<file path="config.mk">
export PLATFORM = sky130hd
export DESIGN_NAME = gpio_display
export DESIGN_NICKNAME = d
export VERILOG_FILES = /design/src/rtl/gpio_display_pkg.sv /design/src/rtl/gpio_display_seg7_decode.sv /design/src/rtl/gpio_display.sv
export SDC_FILE = /design/constraint.sdc
export NUM_CORES = 1
export LEC_CHECK = 0
export ABC_AREA = 0
export CAP_MARGIN = 20
export CELL_PAD_IN_SITES_DETAIL_PLACEMENT = 0
export CELL_PAD_IN_SITES_GLOBAL_PLACEMENT = 1
export CORE_ASPECT_RATIO = 0.6
export CORE_MARGIN = 8
export CORE_UTILIZATION = 40
export DETAILED_ROUTE_END_ITERATION = 12
export GPL_TIMING_DRIVEN = 0
export PLACE_DENSITY = 0.8
export SYNTH_ARGS = -nofsm -noshare
export SYNTH_HDL_FRONTEND = slang
export SYNTH_HIERARCHICAL = 1
export SYNTH_SLANG_ARGS = --single-unit
</file>
<file path="constraint.sdc">
create_clock -name clk -period 5.9 [get_ports clk]
set_input_delay 1.18 -clock clk [delete_from_list [all_inputs] [get_ports clk]]
set_output_delay 1.18 -clock clk [all_outputs]
set_load 0.02 [all_outputs]
</file>
<file path="src/rtl/gpio_display_pkg.sv">
// Shared types and constants for the GPIO seven-segment display.
// No logic lives here; only the FSM state type, the segment table and the digit counts.
package gpio_display_pkg;

    typedef enum logic [1:0] {
        IDLE,
        CAPTURE,
        SHIFT,
        LOAD
    } state_t;

    localparam logic [6:0] SEG_BLANK   = 7'h7F;
    localparam int         BCD_DIGITS  = 10;
    localparam int         DISP_DIGITS = 8;

    // Active-low segments {g,f,e,d,c,b,a}; entry 0 sits in the least-significant slot.
    localparam logic [15:0][6:0] SEG_LUT = {
        7'h0E, 7'h06, 7'h21, 7'h46, 7'h03, 7'h08, 7'h10, 7'h00,
        7'h78, 7'h02, 7'h12, 7'h19, 7'h30, 7'h24, 7'h79, 7'h40
    };

endpackage

</file>
<file path="src/rtl/gpio_display_seg7_decode.sv">
// Purpose: one hex digit to active-low seven-segment pattern, with a blank override.
// Latency: combinational. Backpressure: none.
module seg7_decode
    import gpio_display_pkg::*;
(
    input  logic [3:0] digit,
    input  logic       blank,
    output logic [6:0] seg
);

    assign seg = blank ? SEG_BLANK : SEG_LUT[digit];

endmodule

</file>
<file path="src/rtl/gpio_display.sv">
// Purpose: shows the CPU GPIO_out word on eight seven-segment digits, decimal or hex.
// Latency: 35 cycles decimal, 3 cycles hex. Backpressure: none; input changes mid-conversion are picked up afterwards.
module gpio_display
    import gpio_display_pkg::*;
#(
    parameter bit BLANK_LZ = 1'b1,
    parameter int ITER     = 32
) (
    input  logic        clk,
    input  logic        rst,
    input  logic [31:0] gpio_out,
    input  logic        hex_mode,
    output logic [6:0]  hex0,
    output logic [6:0]  hex1,
    output logic [6:0]  hex2,
    output logic [6:0]  hex3,
    output logic [6:0]  hex4,
    output logic [6:0]  hex5,
    output logic [6:0]  hex6,
    output logic [6:0]  hex7,
    output logic        busy,
    output logic        valid,
    output logic        overflow
);

    localparam int CNT_W = (ITER > 1) ? $clog2(ITER) : 1;

    state_t                          state, state_nxt;
    logic                            pending;
    logic                            start;
    logic [31:0]                     last_val;
    logic                            last_mode;
    logic [31:0]                     bin;
    logic [4*BCD_DIGITS-1:0]         bcd, bcd_adj;
    logic [CNT_W-1:0]                cnt;
    logic [DISP_DIGITS-1:0][6:0]     hex_q, seg_nxt;
    logic [DISP_DIGITS-1:0][3:0]     src_dig;
    logic [DISP_DIGITS-1:0]          blank;
    logic                            ovf_nxt;
    logic                            seen_nz;

    assign start = pending || (gpio_out != last_val) || (hex_mode != last_mode);

    always_ff @(posedge clk or posedge rst) begin
        if (rst) state <= IDLE;
        else     state <= state_nxt;
    end

    always_comb begin
        state_nxt = state;
        case (state)
            IDLE:    if (start) state_nxt = CAPTURE;
            CAPTURE: state_nxt = hex_mode ? LOAD : SHIFT;
            SHIFT:   if (cnt == CNT_W'(ITER - 1)) state_nxt = LOAD;
            LOAD:    state_nxt = IDLE;
            default: state_nxt = IDLE;
        endcase
    end

    // Double-dabble correction applied before each shift.
    always_comb begin
        bcd_adj = bcd;
        for (int k = 0; k < BCD_DIGITS; k++) begin
            if (bcd[4*k +: 4] >= 4'd5) bcd_adj[4*k +: 4] = bcd[4*k +: 4] + 4'd3;
        end
    end

    // Digit source and leading-zero blanking, scanned from the most-significant digit down.
    always_comb begin
        ovf_nxt = last_mode ? 1'b0 : |bcd[4*BCD_DIGITS-1:4*DISP_DIGITS];
        seen_nz = 1'b0;
        blank   = '0;
        src_dig = '0;
        for (int i = DISP_DIGITS - 1; i >= 0; i--) begin
            src_dig[i] = last_mode ? last_val[4*i +: 4] : bcd[4*i +: 4];
            seen_nz    = seen_nz || (src_dig[i] != 4'd0);
            blank[i]   = BLANK_LZ && !ovf_nxt && !seen_nz && (i != 0);
        end
    end

    for (genvar g = 0; g < DISP_DIGITS; g++) begin : g_seg
        seg7_decode u_dec (
            .digit (src_dig[g]),
            .blank (blank[g]),
            .seg   (seg_nxt[g])
        );
    end

    always_ff @(posedge clk or posedge rst) begin
        if (rst) begin
            hex_q     <= {DISP_DIGITS{SEG_BLANK}};
            busy      <= 1'b0;
            valid     <= 1'b0;
            overflow  <= 1'b0;
            last_val  <= '0;
            last_mode <= 1'b0;
            pending   <= 1'b1;
            bin       <= '0;
            bcd       <= '0;
            cnt       <= '0;
        end else begin
            case (state)
                CAPTURE: begin
                    bin       <= gpio_out;
                    last_val  <= gpio_out;
                    last_mode <= hex_mode;
                    bcd       <= '0;
                    cnt       <= '0;
                    pending   <= 1'b0;
                    busy      <= 1'b1;
                end
                SHIFT: begin
                    {bcd, bin} <= {bcd_adj, bin} << 1;
                    cnt        <= cnt + 1'b1;
                end
                LOAD: begin
                    hex_q    <= seg_nxt;
                    overflow <= ovf_nxt;
                    valid    <= 1'b1;
                    busy     <= 1'b0;
                end
                default: ;
            endcase
        end
    end

    assign hex0 = hex_q[0];
    assign hex1 = hex_q[1];
    assign hex2 = hex_q[2];
    assign hex3 = hex_q[3];
    assign hex4 = hex_q[4];
    assign hex5 = hex_q[5];
    assign hex6 = hex_q[6];
    assign hex7 = hex_q[7];

endmodule

</file>
==> flow_metrics.env, run 1 <==
export IMPL_vias_per_cell=5.36
export IMPL_synthFlopType="dfrtp_1"
export IMPL_core_area_um2=26500
export IMPL_cts_tree="done"
export IMPL_grt_max_degree=97
export IMPL_layoutNonFillerInstCount=1536
export IMPL_insertion_delay_ns=0.45
export IMPL_cts_resized=0
export IMPL_die_y_um=143
export IMPL_cts_buffers=17
export IMPL_ys_warn_count=6
export IMPL_drcViolationCount=0
export IMPL_crit_fanout=10
export IMPL_crit_start="last_mode"
export IMPL_power_leakage_nw=5.18
export IMPL_end_kind="flop"
export IMPL_ys_async_sr_fraction=1.00
export IMPL_fin_skew_ns=0.0154
export IMPL_overflow=0
export IMPL_die_area_um2=32800
export IMPL_layout_min_cycle_time_ns=4.14
export IMPL_ys_ff_latch=172
export IMPL_worstSetupPathDepth=11
export IMPL_synth_cell_type_count=49
export IMPL_fin_nets=1282
export IMPL_layout_commonest_cell="dfrtp_1"
export IMPL_final_cell_mix="115 x dfrtp_1, 95 x mux2_2, 93 x clkdlybuf4s50_1"
export IMPL_syn_avg_cell_area_um2=10.4
export IMPL_dp_hpwl_mm=21.1
export IMPL_dp_cells=1504
export IMPL_wirelength_mm=28.4
export IMPL_fillers=2442
export IMPL_p_per_area_nw_per_um2=584
export IMPL_drt_wirelength_per_cell_um=18.5
export IMPL_antenna_found_initial=0
export IMPL_dr_pass1_iters=4
export IMPL_worst_path_most_repeated_cell="clkbuf_1"
export IMPL_yosys_area_share_adder=0.0970
export IMPL_maxCapViolCount=0
export IMPL_arrival_ns=4.52
export IMPL_first_iter_violations=739
export IMPL_vias=8238
export IMPL_synthSimpleGateAreaFrac=0.104
export IMPL_fin_crit_sh=0.702
export IMPL_r2r_setup_slack_ns=1.76
export IMPL_setup_worst_path_class="reg -> reg"
export IMPL_synth_compound_area_frac=0.130
export IMPL_track_usage=0.174
export IMPL_synthCells=1043
export IMPL_status="finished clean"
export IMPL_clock_path_buffers=2
export IMPL_rows=46
export IMPL_clkSinkCount=172
export IMPL_r2r_cells=11
export IMPL_cts_root_buf="clkbuf_16"
export IMPL_io_buffers=93
export IMPL_tightest_slew_ns=1.12
export IMPL_synthXorXnorAreaFrac=0.0412
export IMPL_muxShareOfSynthArea=0.168
export IMPL_seqCellArea_um2=4380
export IMPL_multiInputGateArea_um2=5870
export IMPL_max_freq_ghz=0.241
export IMPL_cp_cell_sequence="buf_6, clkbuf_1, clkbuf_1, clkbuf_1, nand2_1, o21ai_0, inv_1, ha_1, or2_2, a311o_1, mux2_2"
export IMPL_grt_pass1_vias=8019
export IMPL_synth_edf_count=0
export IMPL_synth_area_um2=10800
export IMPL_die_width_um=228
export IMPL_irDropWorstVdd_mv=0.253
export IMPL_h_tree_depth=4
export IMPL_ant_nets=0
export IMPL_crit_path_max_incr_delay_ns=0.46
export IMPL_setup_violations_final=0
export IMPL_antennaDiodeCount=0
export IMPL_drive_above_1_share=0.188
export IMPL_setup_worst_path_start_class="flop"
export IMPL_finalHoldViolCount=0
export IMPL_grt_pass1_wl_mm=45.4
export IMPL_crit_family="buffers and inverters"
export IMPL_routabilityCongestion=0.870
export IMPL_syn_to_final_growth_pct=18.6
export IMPL_rsz0062_at_grt="false"
export IMPL_io_pins=94
export IMPL_cts_clk_slew_worst_paths_ns=0.07
export IMPL_worst_path_buf_inv=5
export IMPL_ctsHoldBuffers=0
export IMPL_min_from="valid"
export IMPL_synth_top_family_by_area="multiplexers"
export IMPL_whs_path_depth=1
export IMPL_hp_class="reg -> reg"
export IMPL_slowest_stage="clkbuf_1"
export IMPL_initial_core_util=0.408
export IMPL_yosysSeqAreaShare=0.404
export IMPL_max_slew_margin=0.246
export IMPL_final_max_slew_viol_count=0
export IMPL_r2r_start="last_mode"
export IMPL_final_util=0.484
export IMPL_worstPathRequired_ns=6.27
export IMPL_postCtsSetupBuffers=0
-- cells in the mapped netlist, drive strengths merged, types with 2 or more instances --
cell type,number,area share
dfrtp,115,0.27
mux2,112,0.12
ha,84,0.097
inv,75,0.026
nor2,62,0.021
dfstp,57,0.14
mux2i,55,0.051
a21oi,54,0.025
xnor2,50,0.040
nand2,47,0.018
o21ai,47,0.022
o22ai,33,0.019
buf,30,0.021
clkbuf,26,0.0090
nand2b,25,0.014
nor3,21,0.0097
nor2b,18,0.010
a31oi,17,0.0098
a221o,14,0.013
a32oi,14,0.011
and3,9,0.0052
nand4,9,0.0052
a311o,8,0.0074
nand3,8,0.0037
o32ai,8,0.0065
or2,8,0.0046
a211o,7,0.0057
o221ai,7,0.0057
nor4,6,0.0035
a2111oi,3,0.0024
nor4b,3,0.0038
and2,2,0.0012
-- layout make-up --
cell class              count  area share
well taps                 360      0.0351
clock buffers              20      0.0355
flip-flops and latches    172       0.340
plain buffers              56      0.0255
clock inverters            12     0.00886
repair buffers             95      0.0750
inverters                  75      0.0225
multi-input cells         746       0.457
-- stage by stage --
| stage | hold slack (ns) | power, mW | TNS (ns) | setup WS (ns) | area (um2) |
|---|---|---|---|---|---|
| global route | 0.492 | 8.04 | 0 | 1.53 | 12900 |
| floorplan | 0.466 | 5.04 | 0 | 0.154 | 10900 |
| detailed placement | 0.455 | 6.39 | 0 | 1.84 | 12300 |
| global placement | 0.450 | 6.30 | -332.45 | -2.60 | 12200 |
| CTS | 0.467 | 7.54 | 0 | 1.82 | 12900 |
| finish | 0.463 | 7.51 | 0 | 1.76 | 12900 |
-- registers in the layout, summed over array words and instances (netlist names) --
signal and count:
hex6 7, cnt 5, hex2 7, hex4 7, hex0 7, last_val 32
overflow 1, valid 1, state 2, hex3 7, hex1 7, hex5 7
bcd 40, last_mode 1, hex7 7, busy 1, bin 32, pending 1
-- worst paths after layout --
kind / to
max: hex3[1]
min: valid
min reg2reg: valid
min in group asynchronous: last_val[3]
max in group asynchronous: hex7[2]
max reg2reg: hex3[1]
-- worst reg2reg max path, stage by stage (launching register included) --
cell and delay (ns):
dfrtp_1 0.44, buf_6 0.19, clkbuf_1 0.46, clkbuf_1 0.45
clkbuf_1 0.43, nand2_1 0.19, o21ai_0 0.42, inv_1 0.25
ha_1 0.35, or2_2 0.32, a311o_1 0.31, mux2_2 0.27
-- report_power, final --
group	total [mW]	internal (mW)	switching (mW)	leakage, nW
Combinational	4.27	1.89	2.38	2.89
Sequential	2.12	1.76	0.366	2.02
Clock	1.11	0.606	0.509	0.269
Total	7.51	4.25	3.26	5.18
-- cells by family after synthesis --
kind of cell,after synthesis
buffers and inverters,131
flip-flops,172
adder cells (fa/ha/maj),84
XOR/XNOR,51
other,1
AND/OR/NAND/NOR,221
multiplexers,167
AO/OA/AOI/OAI,216
-- metal layers --
layer / wire length [um] / global-route usage / share of wire / vias up
li1: - / - / - / 3950
met1: 14900 / 0.265 / 0.53 / 4065
met2: 11400 / 0.240 / 0.40 / 206
met3: 1810 / 0.0476 / 0.064 / 17
met4: 216 / 0.0343 / 0.0076 / 0
met5: 0 / 0 / 0 / -
Note: power is estimated with default switching activity, not from simulation.
==> run 2, diff against run 1 <==
PLACE_DENSITY = 0.77   (was 0.8)
clock period = 3.89 ns   (was 5.9 ns; I/O delays follow)
==> flow_metrics.env, run 2 (same netlist as run 1, synthesis figures left out) <==
export IMPL_top_regs="bcd x40, bin x32, last_val x32"
export IMPL_drcViolationCount=0
export IMPL_tightest_slew_ns=1.07
export IMPL_die_width_um=228
export IMPL_final_cell_mix="115 x dfrtp_1, 95 x mux2_2, 93 x clkdlybuf4s50_1"
export IMPL_syn_to_final_growth_pct=19.4
export IMPL_cts_buffers=17
export IMPL_setup_violations_final=0
export IMPL_core_area_um2=26500
export IMPL_setup_worst_path_start_class="flop"
export IMPL_fin_setup_tns_ns=0
export IMPL_fin_crit_sh=0.925
export IMPL_vias=8265
export IMPL_antennaDiodeCount=0
export IMPL_crit_fanout=19
export IMPL_largest_reg_flops=40
export IMPL_max_slew_margin=0.281
export IMPL_vias_per_cell=5.37
export IMPL_initial_core_util=0.408
export IMPL_track_usage=0.177
export IMPL_io_buffers=93
export IMPL_io_pins=94
export IMPL_drt_wirelength_per_cell_um=18.7
export IMPL_setup_worst_path_class="reg -> reg"
export IMPL_rows=46
export IMPL_irDropWorstVdd_mv=0.412
export IMPL_wirelength_mm=28.8
export IMPL_fin_skew_ns=0.0117
export IMPL_layout_commonest_cell="dfrtp_1"
export IMPL_rsz0062_at_grt="false"
export IMPL_setup_ws_ns=0.292
export IMPL_final_max_slew_viol_count=0
export IMPL_die_y_um=143
export IMPL_hp_class="reg -> reg"
export IMPL_antenna_found_initial=0
export IMPL_finalHoldViolCount=0
export IMPL_h_tree_depth=4
export IMPL_grt_pass1_wl_mm=46.2
export IMPL_arrival_ns=3.97
export IMPL_regMostFlops="bcd"
export IMPL_end_kind="flop"
export IMPL_r2r_cells=9
export IMPL_insertion_delay_ns=0.45
export IMPL_cts_tree="done"
export IMPL_ant_nets=0
export IMPL_clock_path_buffers=2
export IMPL_whs_path_depth=1
export IMPL_dr_pass1_iters=5
export IMPL_r2r_setup_slack_ns=0.29
export IMPL_fillers=2439
export IMPL_fin_nets=1285
export IMPL_die_area_um2=32800
export IMPL_maxCapViolCount=0
export IMPL_dp_slack_ns=-0.255
export IMPL_rr_endpoint="hex3[1]"
export IMPL_max_freq_ghz=0.278
export IMPL_worstPathRequired_ns=4.26
export IMPL_r2r_start="last_mode"
export IMPL_drive_above_1_share=0.190
export IMPL_p_per_area_nw_per_um2=886
export IMPL_min_from="pending"
export IMPL_min_to="pending"
export IMPL_routabilityCongestion=0.847
export IMPL_cts_root_buf="clkbuf_16"
export IMPL_power_leakage_nw=5.22
export IMPL_layout_min_cycle_time_ns=3.60
export IMPL_overflow=0
export IMPL_dp_hpwl_mm=21.7
export IMPL_clkSinkCount=172
export IMPL_grt_max_degree=39
export IMPL_cts_clk_slew_worst_paths_ns=0.07
export IMPL_status="finished clean"
export IMPL_grt_pass1_vias=8059
export IMPL_first_iter_violations=744
run 2: metal layers:
metal,global-route usage,vias to the layer above,part of all wire
li1,-,3954,-
met1,0.270,4089,0.53
met2,0.244,202,0.40
met3,0.0398,20,0.060
met4,0.0468,0,0.011
met5,0,-,0
run 2: timing repair:
item / CTS / global route
setup endpoints to repair: 11 / 2
setup buffers: 0 / 0
gates resized for setup: 1 / 1
hold buffers: 0 / 0
gates cloned: 0 / 0
run 2: critical path, cell delays in order, from the launching register on:
cell	delay, ns
dfrtp_1	0.45
buf_6	0.21
clkbuf_1	0.22
clkbuf_1	0.34
o21ai_0	0.82
inv_1	0.25
ha_1	0.34
or2_2	0.32
a311o_1	0.31
mux2_2	0.26
run 2: worst max path at each step:
stage / startpoint / to / slack [ns] / cells after the start
2_1_floorplan: last_mode / hex6[1] / 0.80 / 11
6_report: last_mode / hex3[1] / 0.29 / 9
3_3_place_gp: rst / bcd[19] / -0.72 / 2
5_1_grt: last_mode / hex3[1] / 0.06 / 9
3_5_place_dp: last_mode / hex3[1] / -0.25 / 11
4_1_cts: bcd[36] / hex1[3] / 0.19 / 10
run 2: stage by stage:
| step | utilization | instance area (um2) | hold slack (ns) | std cells | power [mW] |
|---|---|---|---|---|---|
| after floorplan | - | 10900 | 0.466 | 1049 | 7.65 |
| after global placement | 0.461 | 12200 | 0.453 | 1502 | 9.59 |
| after detailed placement | 0.466 | 12400 | 0.475 | 1508 | 9.75 |
| after CTS | 0.487 | 12900 | 0.488 | 1539 | 11.5 |
| after global routing | 0.488 | 12900 | 0.498 | 1539 | 12.3 |
| final | 0.488 | 12900 | 0.489 | 1539 | 11.5 |
run 2: where the power goes:
part	switching [mW]	internal (mW)	total, mW
clock	0.765	0.984	1.75
sequential	0.541	2.66	3.20
combinational	3.63	2.88	6.51
total	4.94	6.52	11.5
run 2: area by class of cell:
cell class,instances,area [um2],share of cell area
Multi-Input combinational cell,746,5880,0.454
Sequential cell,172,4380,0.338
Timing Repair Buffer,99,1040,0.0803
Clock buffer,23,468,0.0362
Tap cell,360,450,0.0348
Buffer,55,325,0.0251
Inverter,75,285,0.0221
Clock inverter,9,114,0.00880
==> run 3, diff against run 2 <==
CTS_BUF_LIST = sky130_fd_sc_hd__clkbuf_4 sky130_fd_sc_hd__clkbuf_8   (was not set)
==> flow_metrics.env, run 3 (same netlist as run 1, synthesis figures left out) <==
export IMPL_ant_nets=0
export IMPL_clkPwrFrac=0.122
export IMPL_setup_worst_path_start_class="flop"
export IMPL_status="finished clean"
export IMPL_regMostFlops="bcd"
export IMPL_max_slew_margin=0.255
export IMPL_final_cell_mix="115 x dfrtp_1, 95 x mux2_2, 93 x clkdlybuf4s50_1"
export IMPL_dr_pass1_iters=5
export IMPL_wirelength_mm=28.8
export IMPL_worstPathRequired_ns=4.30
export IMPL_crit_start="last_mode"
export IMPL_io_buffers=93
export IMPL_h_tree_depth=4
export IMPL_pwr_share_comb=0.589
export IMPL_rows=46
export IMPL_cts_buffers=17
export IMPL_die_area_um2=32800
export IMPL_final_max_slew_viol_count=0
export IMPL_grt_max_degree=39
export IMPL_dp_cells=1508
export IMPL_switching_share=0.442
export IMPL_rsz0062_at_grt="false"
export IMPL_antenna_found_initial=0
export IMPL_initial_core_util=0.408
export IMPL_irDropWorstVdd_mv=0.414
export IMPL_drive_above_1_share=0.193
export IMPL_syn_to_final_growth_pct=17.7
export IMPL_vias=8208
export IMPL_track_usage=0.176
export IMPL_top_regs="bcd x40, bin x32, last_val x32"
export IMPL_end_kind="flop"
export IMPL_cts_tree="done"
export IMPL_max_freq_ghz=0.275
export IMPL_crit_fanout=19
export IMPL_r2r_start="last_mode"
export IMPL_die_width_um=228
export IMPL_postCtsSetupBuffers=0
export IMPL_final_util=0.481
export IMPL_cts_root_buf="clkbuf_8"
export IMPL_insertion_delay_ns=0.49
export IMPL_setup_violations_final=0
export IMPL_overflow=0
export IMPL_min_from="pending"
export IMPL_maxCapViolCount=0
export IMPL_vias_per_cell=5.33
export IMPL_layout_min_cycle_time_ns=3.63
export IMPL_hp_class="reg -> reg"
export IMPL_tightest_slew_ns=1.11
export IMPL_grt_pass1_vias=8016
export IMPL_p_sw_mw=4.89
export IMPL_finalHoldViolCount=0
export IMPL_layoutNonFillerInstCount=1539
export IMPL_io_pins=94
export IMPL_setup_worst_path_class="reg -> reg"
export IMPL_dp_hpwl_mm=21.7
export IMPL_power_leakage_nw=5.14
export IMPL_p_per_area_nw_per_um2=867
export IMPL_p_int_mw=6.17
export IMPL_arrival_ns=4.04
export IMPL_p_seq_frac=0.289
export IMPL_clkSinkCount=172
export IMPL_drt_wirelength_per_cell_um=18.7
export IMPL_grt_pass1_wl_mm=46.0
export IMPL_core_area_um2=26500
export IMPL_antennaDiodeCount=0
export IMPL_fin_skew_ns=0.0220
export IMPL_cts_clk_slew_worst_paths_ns=0.10
export IMPL_ctsHoldBuffers=0
export IMPL_die_y_um=143
export IMPL_largest_reg_flops=40
export IMPL_first_iter_violations=713
export IMPL_layout_commonest_cell="dfrtp_1"
export IMPL_fin_nets=1285
export IMPL_drcViolationCount=0
export IMPL_fin_crit_sh=0.934
export IMPL_clock_path_buffers=2
export IMPL_routabilityCongestion=0.847
[run 3: layer usage]
layer | GRT usage | share of wire | vias up | wire (um)
li1 | - | - | 3947 | -
met1 | 0.272 | 0.54 | 4077 | 15500
met2 | 0.243 | 0.41 | 165 | 11700
met3 | 0.0386 | 0.048 | 19 | 1390
met4 | 0.0404 | 0.0089 | 0 | 255
met5 | 0 | 0 | - | 0
[run 3: worst paths after layout]
path / end / slack [ns] / cells after the start
worst min-delay path: pending / 0.49 / 1
worst max register to register: hex7[1] / 0.26 / 9
worst max-delay path: hex7[1] / 0.26 / 9
min in group asynchronous: last_val[3] / 0.69 / 2
max in group asynchronous: hex7[0] / 2.13 / 5
worst min register to register: pending / 0.49 / 1
[run 3: timing repair]
item,4_1_cts,5_1_grt
cloned,0,0
resized for setup,1,1
endpoints found under the setup margin,11,2
[run 3: critical path, stage by stage (launching register included)]
cell and delay, ns:
dfrtp_1 0.46, buf_6 0.21, clkbuf_2 0.23, clkbuf_1 0.26
o21ai_0 0.88, inv_1 0.27, ha_1 0.35, or2_2 0.32
a311o_1 0.31, mux2_2 0.26
[run 3: cell type report]
cell class              count  area (um2)
plain buffers              55         325
flip-flops and latches    172        4380
well taps                 360         450
clock buffers              23         292
multi-input cells         746        5880
fillers                  2450       13800
inverters                  75         285
clock inverters             9         114
repair buffers             99        1040
[run 3: through the flow]
stage	worst slack, ns	area, um2	setup TNS (ns)	total power [mW]	hold slack [ns]
3_5_place_dp	-0.255	12400	-1.14	9.75	0.475
3_3_place_gp	-0.719	12200	-82.01	9.59	0.453
2_1_floorplan	0.800	10900	0	7.65	0.466
6_report	0.256	12800	0	11.1	0.492
5_1_grt	0.0429	12800	0	11.9	0.503
4_1_cts	0.183	12800	0	11.1	0.492
[run 3: power by group through the flow]
stage	Clock [mW]	Combinational (mW)	Sequential, mW
global placement	0	6.38	3.20
global route	1.46	7.14	3.29
CTS	1.39	6.54	3.19
finish	1.35	6.52	3.20
floorplan	0	4.24	3.40
detailed placement	0	6.52	3.22
==> patch 1: new RTL, config.mk and constraints of run 2 <==
Put a register stage on the outputs `hex0`, `hex1`, `hex2`, `hex3`, `hex4`, `hex5`, `hex6` and `hex7`, with the module's reset. The values now appear one clock later. The other outputs are not delayed to match.
--- a/src/rtl/gpio_display.sv
+++ b/src/rtl/gpio_display.sv
@@ -124,14 +124,27 @@
         end
     end
 
-    assign hex0 = hex_q[0];
-    assign hex1 = hex_q[1];
-    assign hex2 = hex_q[2];
-    assign hex3 = hex_q[3];
-    assign hex4 = hex_q[4];
-    assign hex5 = hex_q[5];
-    assign hex6 = hex_q[6];
-    assign hex7 = hex_q[7];
+    always_ff @(posedge clk or posedge rst) begin
+        if (rst) begin
+            hex0 <= '0;
+            hex1 <= '0;
+            hex2 <= '0;
+            hex3 <= '0;
+            hex4 <= '0;
+            hex5 <= '0;
+            hex6 <= '0;
+            hex7 <= '0;
+        end else begin
+            hex0 <= hex_q[0];
+            hex1 <= hex_q[1];
+            hex2 <= hex_q[2];
+            hex3 <= hex_q[3];
+            hex4 <= hex_q[4];
+            hex5 <= hex_q[5];
+            hex6 <= hex_q[6];
+            hex7 <= hex_q[7];
+        end
+    end
 
 endmodule
 
Formal check against the unedited RTL: not equivalent (a bounded check fails within 4 cycles, from zero or initial values and one cycle with rst high).
==> patch 1 against run 2 <==
  * Cell area is 14% higher
  * Routed wire length grew 5.4%
  * Count of clock-buffer cells in the layout rose by 10
  * Critical path depth rose by 1
  * Sequential cell count rose by 56
  * Sequential share of layout area rose by 5.5 points
  * Synthesized area is 13% higher
  * Setup slack worse by 100 ps
  * Largest cell class unchanged
  * Total power increased by 11%
  * Highest routed layer is now met5
==> patch 1: results <==
placed_design:
  dp_cells: 1600
  dp_hpwl_um: 22300
  place_congestion: 0.877
sta:
  finClkSkew_ps: 11.8
  worstMarginPinSlew_ps: 1040
clock_tree:
  htreeDepth: 1
  cts-buffers-inserted: 24
  clock_latency_ps: 530
  clockBufferDepth: 3
pwr:
  ir_drop_v: 0.000383
  p_leak_uw: 0.00616
synthesis:
  ys_seq_area_share_pct: 47.2
  synth_area_leaders: "dfrtp_1 (35%), dfstp_2 (12%), ha_1 (8.6%), mux2_2 (8.6%), mux2i_1 (5.0%)"
  synth_fa_ha_area_share_pct: 8.60
  yosysUniqueCellTypes: 57
  syn-instance-count: 1087
worst_setup_path:
  cp_slowest_cell: "clkbuf_1"
  crit_fanout: 10
finish:
  final_cells: 1645
  layout-drive-gt1-share_pct: 19.5
  nets: 1338
  reg_top3: "hex_q (56), bcd (40)"
  regMostFlops: "hex_q"
detailed_routing:
  drt_iter0_drc: 493
  wl_met3_um: 1380
  top_layer: "met5"
  wl_met2_um: 12900
global_routing:
  use_met2_pct: 24.5
  antenna_found_initial: 1
  grt_pass1_vias: 8626
status:
  outcome: "finished clean"
patch 1: cell types whose count changed after synthesis, sizes merged, moves of 10 or more:
cell,delta
a31oi,-10
nor3,-10
xnor2,-40
xor2,+33
dfrtp,+56
o31ai,+10
patch 1: worst paths after layout:
kind	startpoint	to	slack [ps]	cells after the start
setup reg to reg	last_mode	hex_q[50]	190	10
max in group asynchronous	rst	hex_q[45]	2010	6
min in group asynchronous	rst	last_val[8]	540	2
setup / recovery	last_mode	hex_q[50]	190	10
hold / removal	hex_q[22]	hex3[1]	400	0
hold reg to reg	hex_q[22]	hex3[1]	400	0
patch 1: final cells by class:
cell class,instances,area (um2)
Fill cell,2734,15300
Multi-Input combinational cell,735,5870
Sequential cell,228,5780
Timing Repair Buffer,100,1070
Clock buffer,33,716
Tap cell,408,510
Buffer,55,325
Inverter,75,285
Clock inverter,11,148
patch 1: report_power, final:
part,switching [uW],internal (uW)
Combinational,3520,2670
Clock,999,1490
Sequential,541,3460
Total,5060,7620
==> patch 2: new RTL, flow settings as in run 2 <==
Without the edit above. `ITER`: 32 -> 16.
--- a/src/rtl/gpio_display.sv
+++ b/src/rtl/gpio_display.sv
@@ -4,7 +4,7 @@
     import gpio_display_pkg::*;
 #(
     parameter bit BLANK_LZ = 1'b1,
-    parameter int ITER     = 32
+    parameter int ITER     = 16
 ) (
     input  logic        clk,
     input  logic        rst,
Check against the original RTL: same outputs for any inputs over 10 cycles, from zero or initial values and one cycle with rst high; that may be too few to reach the edited logic, so the function may still have changed.
==> patch 2 against run 2 <==
  * Synthesized area is essentially flat
  * Total power is 4.4% lower
  * Cell area increased by 0.18%
  * Sequential cell count fell by 1
  * Setup slack got worse by 34 ps
  * Largest power group unchanged
  * Highest routed layer unchanged
  * Critical path type unchanged
  * Routed wire length rose by 1.7%
  * Non-clock buffer count decreased by 1
  * Final cell count up 0.84%
==> patch 2: results <==
status:
  outcome: "finished clean"
worst_setup_path:
  cp_slowest_cell: "buf_2"
  ff2ff_path_depth: 10
  cp_top_family: "buffers and inverters"
  r2r_slack_ps: 260
  worstPathArrival_ps: 3990
finish:
  fillers: 2480
  layout-drive-gt1-share_pct: 16.1
pwr:
  switchingPower_uw: 4740
  ir_drop_v: 0.000350
  power_frac_seq_pct: 27.9
  finalPower_uw: 11000
placed_design:
  place_congestion: 0.903
  dp_hpwl_um: 22000
  dp_cells: 1521
  post-place-ws_ps: -358
clock_tree:
  cts_resized: 3
sta:
  worst_slack_ps: 258
detailed_routing:
  avgViaCountPerCell: 5.33
min_path:
  holdPathEnd: "valid"
  worstHoldStart: "valid"
global_routing:
  grt_pass1_vias: 7936
  grt_usage_pct: 17.8
  grt_pass1_wl_um: 46100
synthesis:
  netlist_top_cells_count: "dfrtp_1 (114), ha_1 (83), inv_1 (76)"
==> patch 2: layer usage <==
metal,global-route usage (%),vias to the layer above,part of all wire [%]
li1,-,3968,-
met1,26.4,4081,52
met2,25.9,201,42
met3,4.17,23,5.3
met4,3.60,0,0.96
met5,0,-,0
==> patch 2: cells by family after synthesis <==
family / after synthesis / synth area share (%)
muxes: 168 / 16.8
xor gates and xnor gates: 48 / 3.88
other: 1 / 0.0346
AOI/OAI and AO/OA: 216 / 12.8
and+or+nand+nor: 232 / 10.9
DFF: 171 / 40.1
buffers and inverters: 137 / 5.86
adders and majority gates: 83 / 9.58
==> patch 2: area by class of cell <==
| class | count | area share (%) |
|---|---|---|
| Clock buffer | 21 | 3.71 |
| Timing Repair Buffer | 99 | 8.07 |
| Sequential cell | 171 | 33.6 |
| Inverter | 82 | 2.40 |
| Clock inverter | 11 | 0.908 |
| Tap cell | 360 | 3.48 |
| Buffer | 54 | 2.53 |
| Multi-Input combinational cell | 754 | 45.3 |
